<file path="src/rtl/perceptron_pkg.sv">
// -----------------------------------------------------------------------------
// perceptron_pkg
//
// Definitions shared by the perceptron network blocks:
//   - wb_state_e          : weight/bias loader FSM state encoding
//   - LAYER0 / LAYER1     : register-file layer select values
//   - calc_l0_cnt()       : number of parameter words for layer 0
//   - calc_l1_cnt()       : number of parameter words for layer 1
//   - calc_addr_w()       : word-index width that covers the larger layer
// -----------------------------------------------------------------------------
package perceptron_pkg;

    typedef enum logic [1:0] {
        ST_IDLE  = 2'd0,
        ST_LOAD0 = 2'd1,
        ST_LOAD1 = 2'd2,
        ST_DONE  = 2'd3
    } wb_state_e;

    localparam logic LAYER0 = 1'b0;
    localparam logic LAYER1 = 1'b1;

    // Layer 0: one weight per (hidden neuron, input) pair plus one bias per
    // hidden neuron.
    function automatic int calc_l0_cnt(input int n_in, input int n_hid);
        return n_in * n_hid + n_hid;
    endfunction

    // Layer 1: one weight per (output neuron, hidden neuron) pair plus one
    // bias per output neuron.
    function automatic int calc_l1_cnt(input int n_hid, input int n_out);
        return n_hid * n_out + n_out;
    endfunction

    // Index width for the larger of the two layers. Clamped to 1 so that a
    // degenerate one-word layer still yields a legal vector width.
    function automatic int calc_addr_w(input int l0_cnt, input int l1_cnt);
        int max_cnt;
        int w;
        max_cnt = (l0_cnt > l1_cnt) ? l0_cnt : l1_cnt;
        w       = $clog2(max_cnt);
        return (w < 1) ? 1 : w;
    endfunction

endpackage : perceptron_pkg

</file>
<file path="src/rtl/perceptron_wb_loader.sv">
// -----------------------------------------------------------------------------
// perceptron_wb_loader
//
// Streams weight and bias words for the perceptron network from a serial
// configuration interface into the parameter register file. Layer-0 words
// are loaded first, then layer-1 words, then done_o pulses for one cycle and
// loaded_o is set until the next load begins.
//
// Within a layer, words arrive weights first in row-major order
// (neuron*fan_in + input), followed by the biases (fan_in*n_neurons + neuron).
// The loader does not reorder anything: the word index within the layer is
// the register-file address.
//
// Parameters:
//   DATA_W  width of one weight/bias word
//   N_IN    network inputs
//   N_HID   hidden neurons
//   N_OUT   output neurons
//
// Ports:
//   clk           clock, rising edge
//   reset         synchronous active-high reset; aborts a load in progress
//   load_start_i  single-cycle request to begin a full load (honoured in IDLE)
//   cfg_data_i    configuration word
//   cfg_val_i     cfg_data_i is valid
//   cfg_rdy_o     loader accepts a word this cycle
//   W1W0b_en_o    bit0: layer-0 load active, bit1: layer-1 load active
//   wr_en_o       register-file write strobe (one cycle after each accept)
//   wr_layer_o    0 = layer-0 storage, 1 = layer-1 storage
//   wr_addr_o     word index within the layer
//   wr_data_o     write data
//   done_o        one-cycle pulse when the load completes
//   loaded_o      sticky flag: all parameters are valid
// -----------------------------------------------------------------------------
module perceptron_wb_loader
    import perceptron_pkg::*;
#(
    parameter int DATA_W = 8,
    parameter int N_IN   = 2,
    parameter int N_HID  = 2,
    parameter int N_OUT  = 1,
    localparam int L0_CNT = calc_l0_cnt(N_IN, N_HID),
    localparam int L1_CNT = calc_l1_cnt(N_HID, N_OUT),
    localparam int ADDR_W = calc_addr_w(L0_CNT, L1_CNT)
) (
    input  logic              clk,
    input  logic              reset,
    input  logic              load_start_i,
    input  logic [DATA_W-1:0] cfg_data_i,
    input  logic              cfg_val_i,
    output logic              cfg_rdy_o,
    output logic [1:0]        W1W0b_en_o,
    output logic              wr_en_o,
    output logic              wr_layer_o,
    output logic [ADDR_W-1:0] wr_addr_o,
    output logic [DATA_W-1:0] wr_data_o,
    output logic              done_o,
    output logic              loaded_o
);

    // Last word index of each layer, sized to the counter.
    localparam logic [ADDR_W-1:0] L0_LAST = ADDR_W'(L0_CNT - 1);
    localparam logic [ADDR_W-1:0] L1_LAST = ADDR_W'(L1_CNT - 1);

    // -------------------------------------------------------------------------
    // State
    // -------------------------------------------------------------------------
    wb_state_e         state_reg;
    wb_state_e         state_next;
    logic [ADDR_W-1:0] cnt_reg;
    logic [ADDR_W-1:0] cnt_next;

    logic              wr_en_reg;
    logic              wr_layer_reg;
    logic [ADDR_W-1:0] wr_addr_reg;
    logic [DATA_W-1:0] wr_data_reg;
    logic              loaded_reg;

    // Decoded per-cycle controls
    logic              accept;      // word handshake completes this cycle
    logic              start_load;  // load request honoured this cycle
    logic              rdy_comb;
    logic [1:0]        en_comb;
    logic              done_comb;

    // -------------------------------------------------------------------------
    // Next-state and output decode
    // -------------------------------------------------------------------------
    always_comb begin
        state_next = state_reg;
        cnt_next   = cnt_reg;
        accept     = 1'b0;
        start_load = 1'b0;
        rdy_comb   = 1'b0;
        en_comb    = 2'b00;
        done_comb  = 1'b0;

        case (state_reg)
            ST_IDLE: begin
                if (load_start_i) begin
                    start_load = 1'b1;
                    cnt_next   = '0;
                    state_next = ST_LOAD0;
                end
            end

            ST_LOAD0: begin
                rdy_comb = 1'b1;
                en_comb  = 2'b01;
                accept   = cfg_val_i;
                if (accept) begin
                    if (cnt_reg == L0_LAST) begin
                        // Counter wraps only at the layer boundary.
                        cnt_next   = '0;
                        state_next = ST_LOAD1;
                    end else begin
                        cnt_next = cnt_reg + ADDR_W'(1);
                    end
                end
            end

            ST_LOAD1: begin
                rdy_comb = 1'b1;
                en_comb  = 2'b10;
                accept   = cfg_val_i;
                if (accept) begin
                    if (cnt_reg == L1_LAST) begin
                        cnt_next   = '0;
                        state_next = ST_DONE;
                    end else begin
                        cnt_next = cnt_reg + ADDR_W'(1);
                    end
                end
            end

            ST_DONE: begin
                // Keep layer-1 masked: the last layer-1 write lands in this
                // cycle, so the downstream pipeline must still be held.
                en_comb    = 2'b10;
                done_comb  = 1'b1;
                state_next = ST_IDLE;
            end

            default: begin
                state_next = ST_IDLE;
                cnt_next   = '0;
            end
        endcase
    end

    // -------------------------------------------------------------------------
    // Sequential state, registered write port and loaded flag
    // -------------------------------------------------------------------------
    always_ff @(posedge clk) begin
        if (reset) begin
            state_reg    <= ST_IDLE;
            cnt_reg      <= '0;
            wr_en_reg    <= 1'b0;
            wr_layer_reg <= LAYER0;
            wr_addr_reg  <= '0;
            wr_data_reg  <= '0;
            loaded_reg   <= 1'b0;
        end else begin
            state_reg <= state_next;
            cnt_reg   <= cnt_next;

            // Strobe is high only in the cycle after an accept; the payload
            // fields simply hold when there is nothing to write.
            wr_en_reg <= accept;
            if (accept) begin
                wr_layer_reg <= (state_reg == ST_LOAD1) ? LAYER1 : LAYER0;
                wr_addr_reg  <= cnt_reg;
                wr_data_reg  <= cfg_data_i;
            end

            if (start_load) begin
                loaded_reg <= 1'b0;
            end else if (state_reg == ST_DONE) begin
                loaded_reg <= 1'b1;
            end
        end
    end

    // -------------------------------------------------------------------------
    // Outputs
    // -------------------------------------------------------------------------
    assign cfg_rdy_o  = rdy_comb;
    assign W1W0b_en_o = en_comb;
    assign done_o     = done_comb;
    assign wr_en_o    = wr_en_reg;
    assign wr_layer_o = wr_layer_reg;
    assign wr_addr_o  = wr_addr_reg;
    assign wr_data_o  = wr_data_reg;
    assign loaded_o   = loaded_reg;

endmodule : perceptron_wb_loader

</file>
<file path="config.mk">
export PLATFORM = sky130hd
export DESIGN_NAME = perceptron_wb_loader
export DESIGN_NICKNAME = d
export VERILOG_FILES = /design/src/rtl/perceptron_pkg.sv /design/src/rtl/perceptron_wb_loader.sv
export SDC_FILE = /design/constraint.sdc
export NUM_CORES = 1
export LEC_CHECK = 0
export BUFFER_PORTS_ARGS = -buffer_cell sky130_fd_sc_hd__buf_2
export CORE_MARGIN = 2
export CORE_UTILIZATION = 48
export DETAILED_ROUTE_END_ITERATION = 7
export PLACE_DENSITY = 0.87
export SYNTH_ARGS = -nofsm -noshare
export SYNTH_HDL_FRONTEND = slang
export SYNTH_SLANG_ARGS = --single-unit
</file>
<file path="constraint.sdc">
create_clock -name clk -period 2.85 [get_ports clk]
set_input_delay 0.4275 -clock clk [delete_from_list [all_inputs] [get_ports clk]]
set_output_delay 0.4275 -clock clk [all_outputs]
set_load 0.005 [all_outputs]
</file>
==> results, run 1 <==
- The flow ran to the end, and the final reports show no timing, DRC or antenna violations.
- Buffers inserted to repair hold after CTS numbered 0.
- Entering global routing, the biggest net connects 19 pins.
- The remaining antenna violation count is 0.
- The min-delay analysis places its worst path in the category input port to flop.
- A synthesized cell averages 8.326 um^2.
- The worst setup path is launched from a flop.
- The worst hold path stage count is 2.
- The floorplan has 15 rows.
- Timing analysis after detailed placement gives a worst setup slack of 0.9755 ns.
- The height of the die is 47.08 um.
- The sum of overflow across all layers after global routing is 0.
- The proportion of synthesized chip area in sequential cells is 0.4270.
- Counting the buffers created by CTS gives 3.
- The clock arrives with 0.004030 ns of skew.
- In this run the worst path has a maximum fanout of 9.
- The leading cell type by number of instances after synthesis is nand2_1.
- At the later pin of the worst-skew pair, clock insertion delay measures 0.30 ns.
- Yosys mapped a number of flops with a built-in enable equal to 0.
- The number of warnings issued by yosys is 0.
- The TritonCTS clock tree is yes.
- The number of sinks driven by the clock tree is 19.
- The net switching power is 0.3504 mW.
- The count of buffering cells on the critical path with inverters included is 1.
- In this run the clock root is driven by a clkbuf_4.
- The routed length on met2 is 988 um.
- The worst register-to-register path begins at state_reg[0].
- The post-detailed-placement cell area is 0.001036 mm^2.
- The number of flip-flops under the largest register name is 8.
- The share of post-route cells with drive strength above 1 is 0.2836.
- The sum of net half-perimeters after detailed placement is 1.459 mm.
- The share of total power dissipated in the clock network is 0.154.
- The number of H-tree levels is 1.
- The area added between synthesis and finish is 19.38%.
- Sorting the synthesized cells by area gives the leading types as dfxtp_1 (43%), nand2_1 (13%), a21oi_1 (9.6%).
- The number of I/O port buffers is 29.
- The floorplan step defined a die boundary enclosing 0.002217 mm^2.
- The CTS clock-pin slew for the worst setup and hold paths is 0.11 ns.
- For this block, the via count after detailed routing is 823.
- The detailed router used layers up to and including met4.
- Of the total power, the share spent switching nets is 0.4039.
- The number of nets in the layout is 152.
- The post-cts resize count is 0.
- The total non-filler cell area in the finished layout is 0.001064 mm^2.
- The worst setup path is captured at a flop.
- The worst-case register-to-register setup slack is 0.93 ns.
- Of the total power, combinational logic draws 0.456.
- The width of the die is 47.08 um.
- The core region area is 0.001745 mm^2.
- For the worst flop-to-flop path, the logic depth is 6.
- 0 antenna diodes ended up in the layout.
- The largest single stage delay on the critical path is 0.52 ns.
- The buffer levels on the longest clock path is 2.
- The worst setup path is of the flop to flop kind.
- For the final routed database, the setup TNS stands at 0 ns.
- In the finished design, the share of the clock period the worst path needs comes to 0.6741.
- Routability-driven placement finished with a final weighted congestion of 0.8017.
- The number of buffers added for setup after CTS is 0.
- Counting flops and latches in the post-synthesis netlist gives 19.
- Of the total power, registers draw 0.391.
- The power per cell area is 815.8 mW/mm^2.
- The peak supply drop is 586.6 uV.
- The first-iteration detailed-routing DRC count is 40.
- The number of I/O pins is 30.
- The cell area after synthesis is 890.9 um^2.
- The worst endpoint required time is 3.09 ns.
- Headroom to the max-slew limit came out at 0.6052.
- Dividing the detail-routed wire length by the instance count gives 12.54 um.
- In the synthesized netlist, the cells that appear most often are nand2_1 (30), dfxtp_1 (19), a21oi_1 (17).
- The worst path meets setup with 0.9287 ns of slack.
- The final-report max-slew violation count is 0.
- The worst-case hold path end point is loaded_o.
- The setup-violating endpoint count in the final report is 0.
- The total routed wire length on the met1 layer is 790 um.
- The share of synthesized area in the top cell type comes to 0.4270.
- Setup repair after global routing left no endpoint under its margin.
- The via count of the first global-routing pass was 658.
- The number of nets in the synthesized netlist is 124.
- The total global routing track utilization is 0.1987.
- The number of antenna violations at the first check in global routing came to 0.
- Summed over all layers, the routed wires come to 1.994 mm.
- Of all cell types, the one taking the most synthesized area is dfxtp_1.
- The total count of hold-check failures in the final report was 0.
- The total power after layout is 0.8676 mW.
- Walking the worst path, the cells encountered are inv_1 -> ha_1 -> o21bai_4 -> nand3b_4 -> or4_1 -> a21oi_1.
- The minimum clock period after layout is 1.921 ns.
- For this design, the slowest cell found on the critical path is or4_1.
- The transition time at the pin with the least slew margin is 0.5839 ns.
- The tool flagged a number of max-cap violations equal to 0.
- Counting flops with an async set or reset pin after synthesis yields a share of 0.
- The per-cell via count in the routed design is 5.176.
- Synthesis instantiated 28 different standard cells from the library.
- In this run the most critical hold path is launched from load_start_i.
- The endpoint of the worst-slack reg-to-reg timing path is cnt_reg[1].
- The iteration count of the initial detailed-routing pass is 4.
- For this run, the top clock speed supported by timing is 0.5205 GHz.
- In the detailed route, the total length drawn on met3 is 143 um.
- The leakage power total is 0.4501 nW.
- The first-pass GRT wire length is 3.098 mm.
- The gate count after technology mapping is 107.
- The arrival time at the worst endpoint is 2.16 ns.
- The dominant delay contributor by cell family on the critical path is simple AND/OR/NAND/NOR gates.
- The top flip-flop cell by instance count after synthesis is dfxtp_1.
- Cell internal power was estimated by the tool at 0.5171 mW.
- The effective utilization at floorplan is 0.5104.
- After detailed routing, the number of remaining DRC violations is 0.
[cells by family (layout without fill, tap and decap cells)]
kind of cell	Yosys count	after routing	synth area share
adders and majority gates	5	5	0.07022
DFF	19	19	0.4270
AOI/OAI and AO/OA	25	25	0.1826
buffers and inverters	11	38	0.05617
and+or+nand+nor	47	47	0.2641
[layout by cell type, fill, tap and decap left out, types with 2 or more instances in the layout]
master | Yosys | final
clkbuf_4 | 0 | 3
a21oi_1 | 17 | 17
dfxtp_1 | 19 | 19
o21ai_0 | 2 | 2
nor2_1 | 5 | 5
a211oi_1 | 2 | 2
ha_1 | 5 | 5
nand2_1 | 30 | 30
inv_1 | 5 | 5
buf_2 | 1 | 29
[power by group through the flow]
| stage | Sequential (mW) | Combinational (mW) | Clock (mW) |
|---|---|---|---|
| after floorplan | 0.341 | 0.285 | 0 |
| after global placement | 0.341 | 0.368 | 0 |
| after detailed placement | 0.344 | 0.390 | 0 |
| after CTS | 0.339 | 0.392 | 0.138 |
| after global routing | 0.346 | 0.437 | 0.148 |
| final | 0.339 | 0.395 | 0.133 |
[worst max-delay path by stage]
stage	from	end	slack [ns]	cells past startpoint
2_1_floorplan	state_reg[0]	cnt_reg[1]	1.15	7
3_3_place_gp	state_reg[0]	cnt_reg[1]	1.09	6
3_5_place_dp	state_reg[0]	state_reg[0]	0.98	6
4_1_cts	state_reg[0]	cnt_reg[1]	0.93	6
5_1_grt	state_reg[0]	W1W0b_en_o[1]	0.80	5
6_report	state_reg[0]	cnt_reg[1]	0.93	6
[stage by stage]
step                      cells  hold slack, ns  utilization
after floorplan             107          0.4527            -
after global placement      155          0.4395       0.5935
after detailed placement    155          0.4430       0.5935
after CTS                   159          0.3003       0.6093
after global routing        159          0.2944       0.6093
final                       159          0.3016       0.6093
[layout make-up]
| class | count | area, um^2 |
|---|---|---|
| timing repair buffer | 29 | 145.1 |
| clock inverter | 1 | 5.005 |
| sequential | 19 | 380.4 |
| tap | 25 | 31.28 |
| multi-input combinational | 77 | 460.4 |
| fill | 166 | 681.9 |
| clock buffer | 3 | 22.52 |
| inverter | 5 | 18.77 |
[metal layers]
layer | global-route usage | vias to the layer above
li1 | - | 415
met1 | 0.2523 | 354
met2 | 0.3260 | 42
met3 | 0.05769 | 12
met4 | 0.06111 | 0
met5 | 0 | -
Note: power is estimated with default switching activity, not from simulation.
==> inputs of run 2 (changes only) <==
Settings changed: CORE_UTILIZATION 48 to 43, PLACE_DENSITY 0.87 to 0.83.
Clock period 2.85 ns to 1.65 ns, I/O delays scaled along.
==> results, run 2 (synthesis gave the netlist of run 1 again) <==
- The buffer levels on the longest clock path is 2 (unchanged).
- The setup-violating endpoint count in the final report came to 0 (unchanged).
- The most frequent standard cell in the layout excluding fill and tap cells was nand2_1 (unchanged).
- The max-slew headroom at the worst pin is 0.7210 (was 0.6052).
- The last weighted congestion value of the routability-driven placer is 0.8383 (was 0.8017).
- The startpoint of the lowest-slack register-to-register path is state_reg[1] (was state_reg[0]).
- The average detailed-routed wire length per instance was 12.67 um (was 12.54 um).
- The final-report max-slew violation count is 0 (unchanged).
- The number of flip-flops under the largest register name is 8 (unchanged).
- The number of buffers added by the clock tree synthesis step came to 3 (unchanged).
- The core region area is 0.001962 mm^2 (was 0.001745 mm^2).
- The core utilization of the finished layout is 0.6365 (was 0.6093).
- The worst-case hold path end point is loaded_o (unchanged).
- The worst min-delay path class is input port to flop (unchanged).
- The nature of the critical path startpoint is a flop (unchanged).
- The first-pass GRT wire length came to 3.505 mm (was 3.098 mm).
- The clock latency of the later-clocked register in the worst-skew pair is 0.30 ns (about the same).
- The height of the die came to 49.52 um (was 47.08 um).
- The TritonCTS clock tree is yes (unchanged).
- The number of core rows is 16 (was 15).
- The cts-stage hold buffer count came to 0 (unchanged).
- The effective utilization at floorplan is 0.4541 (was 0.5104).
- The number of nets in the layout is 164 (was 152).
- The power per cell area is 1491 mW/mm^2 (was 815.8 mW/mm^2).
- The max-capacitance violation count is 0 (unchanged).
- The worst hold path stage count is 2 (unchanged).
- The total instance count after detailed placement is 165 (was 155).
- The total count of hold-check failures in the final report is 0 (unchanged).
- The final clock skew is 0.002762 ns (was 0.004030 ns).
- The cell count of the worst reg-to-reg path was 6 (unchanged).
- The top achievable clock speed is 0.6103 GHz (was 0.5205 GHz).
- The number of I/O pins is 30 (unchanged).
- The area added between synthesis and finish is 40.17% (was 19.38%).
- The number of antenna cells inserted was 0 (unchanged).
- The minimum clock period after layout is 1.638 ns (was 1.921 ns).
- Highest-count cells in the layout ignoring fill and taps: nand2_1 (30), buf_2 (29), dfxtp_1 (17) (was nand2_1 (30), buf_2 (29), dfxtp_1 (19)).
- The largest net degree at the start of global routing is 19 (unchanged).
- The leakage power total was 0.5238 nW (was 0.4501 nW).
- The worst setup path startpoint was state_reg[1] (was state_reg[0]).
- The remaining antenna violation count is 0 (unchanged).
- The number of sinks driven by the clock tree was 19 (unchanged).
- The largest fanout of any net on the critical path is 5 (was 9).
- The total global routing track utilization is 0.1838 (was 0.1987).
- The sum of net half-perimeters after detailed placement is 1.446 mm (was 1.459 mm).
- The category of the worst setup path capture point is a flop (unchanged).
- The width of the die is 49.52 um (was 47.08 um).
- The number of H-tree levels came to 1 (unchanged).
- The iteration count of the initial detailed-routing pass was 4 (unchanged).
- The number of antenna violations at the first check in global routing is 0 (unchanged).
- The arrival time at the worst endpoint is 1.88 ns (was 2.16 ns).
- The DRC violation count after routing came to 0 (unchanged).
- The sum of overflow across all layers after global routing was 0 (unchanged).
- The number of I/O port buffers is 29 (unchanged).
- The via count of the first global-routing pass is 827 (was 658).
- Unrepaired setup endpoints after global routing: true (was false).
- The share of post-route cells with drive strength above 1 was 0.4315 (was 0.2836).
- The transition time at the pin with the least slew margin is 0.4175 ns (was 0.5839 ns).
- The CTS clock-pin slew for the worst setup and hold paths came to 0.11 ns (about the same).
- The share of the cycle needed by the critical path after routing is 0.9930 (was 0.6741).
- The endpoint of the worst-slack reg-to-reg timing path is cnt_reg[0] (was cnt_reg[1]).
- The total power after layout is 1.862 mW (was 0.8676 mW).
- The start-to-end type of the worst setup path is flop to flop (unchanged).
- The total negative slack came to 0 ns (unchanged).
- The final non-filler cell total is 173 (was 159).
- The wire length after detailed routing was 2.192 mm (was 1.994 mm).
- The per-cell via count in the routed design came to 4.971 (was 5.176).
- The first-iteration detailed-routing DRC count is 20 (was 40).
- The worst endpoint required time is 1.90 ns (was 3.09 ns).
- The cell at the root of the clock tree is clkbuf_4 (unchanged).
- The critical hold path startpoint is load_start_i (unchanged).
- Result of the run: complete, no violations (unchanged).
- The worst-case register-to-register setup slack is 0.01 ns (was 0.93 ns).
- The total die area is 0.002452 mm^2 (was 0.002217 mm^2).
- The peak supply drop is 1119 uV (was 586.6 uV).
- The via total after detailed routing is 860 (was 823).
run 2: cell count changes in the layout (fill, tap and decap cells not counted), sizes merged:
cell and change:
buf +12
run 2: how the worst max path moves through the flow:
stage / end / slack (ns)
after floorplan: cnt_reg[1] / 0.01
after detailed placement: cnt_reg[1] / -0.05
after global placement: cnt_reg[1] / 0.05
after CTS: cnt_reg[1] / 0.003
final: cnt_reg[0] / 0.01
after global routing: cnt_reg[0] / -0.05
run 2: what timing repair did:
item                                    4_1_cts  5_1_grt
gates resized for setup                       2       19
gates cloned                                  0        0
endpoints found under the setup margin        5        5
buffers inserted                              2        2
pin swaps                                     1        8
run 2: final cells by class:
cell class,count,area (um^2)
Timing Repair Buffer,41,239.0
Clock inverter,1,5.005
Clock buffer,3,22.52
Fill cell,176,713.2
Sequential cell,19,387.9
Multi-Input combinational cell,77,536.8
Tap cell,27,33.78
Inverter,5,23.77
run 2: stage by stage:
| step | setup WS, ns | hold WS (ns) | area [um^2] |
|---|---|---|---|
| 2_1_floorplan | 0.01469 | 0.3431 | 894.6 |
| 5_1_grt | -0.04657 | 0.1482 | 1249 |
| 3_5_place_dp | -0.04661 | 0.4450 | 1102 |
| 3_3_place_gp | 0.04530 | 0.4380 | 1102 |
| 4_1_cts | 0.003335 | 0.1162 | 1149 |
| 6_report | 0.01156 | 0.1272 | 1249 |
run 2: metal layers:
layer	global-route usage	vias to the layer above	wire (um)
met5	0	-	0
met4	0.1065	0	54
met3	0.03030	5	64
met2	0.3176	21	1108
met1	0.2137	396	965
li1	-	438	-
run 2: power by group:
| group | switching (mW) | leakage [nW] | internal, mW |
|---|---|---|---|
| clock network | 0.149 | 0.0177 | 0.0904 |
| logic | 0.513 | 0.351 | 0.499 |
| registers | 0.0634 | 0.155 | 0.547 |
run 2: critical path, cell delays in order, from the launching register on:
cell and delay [ns]:
dfxtp_4 0.38, buf_6 0.12, ha_4 0.17, o21bai_4 0.15, nand3b_4 0.12, or4b_4 0.50, a21oi_2 0.14
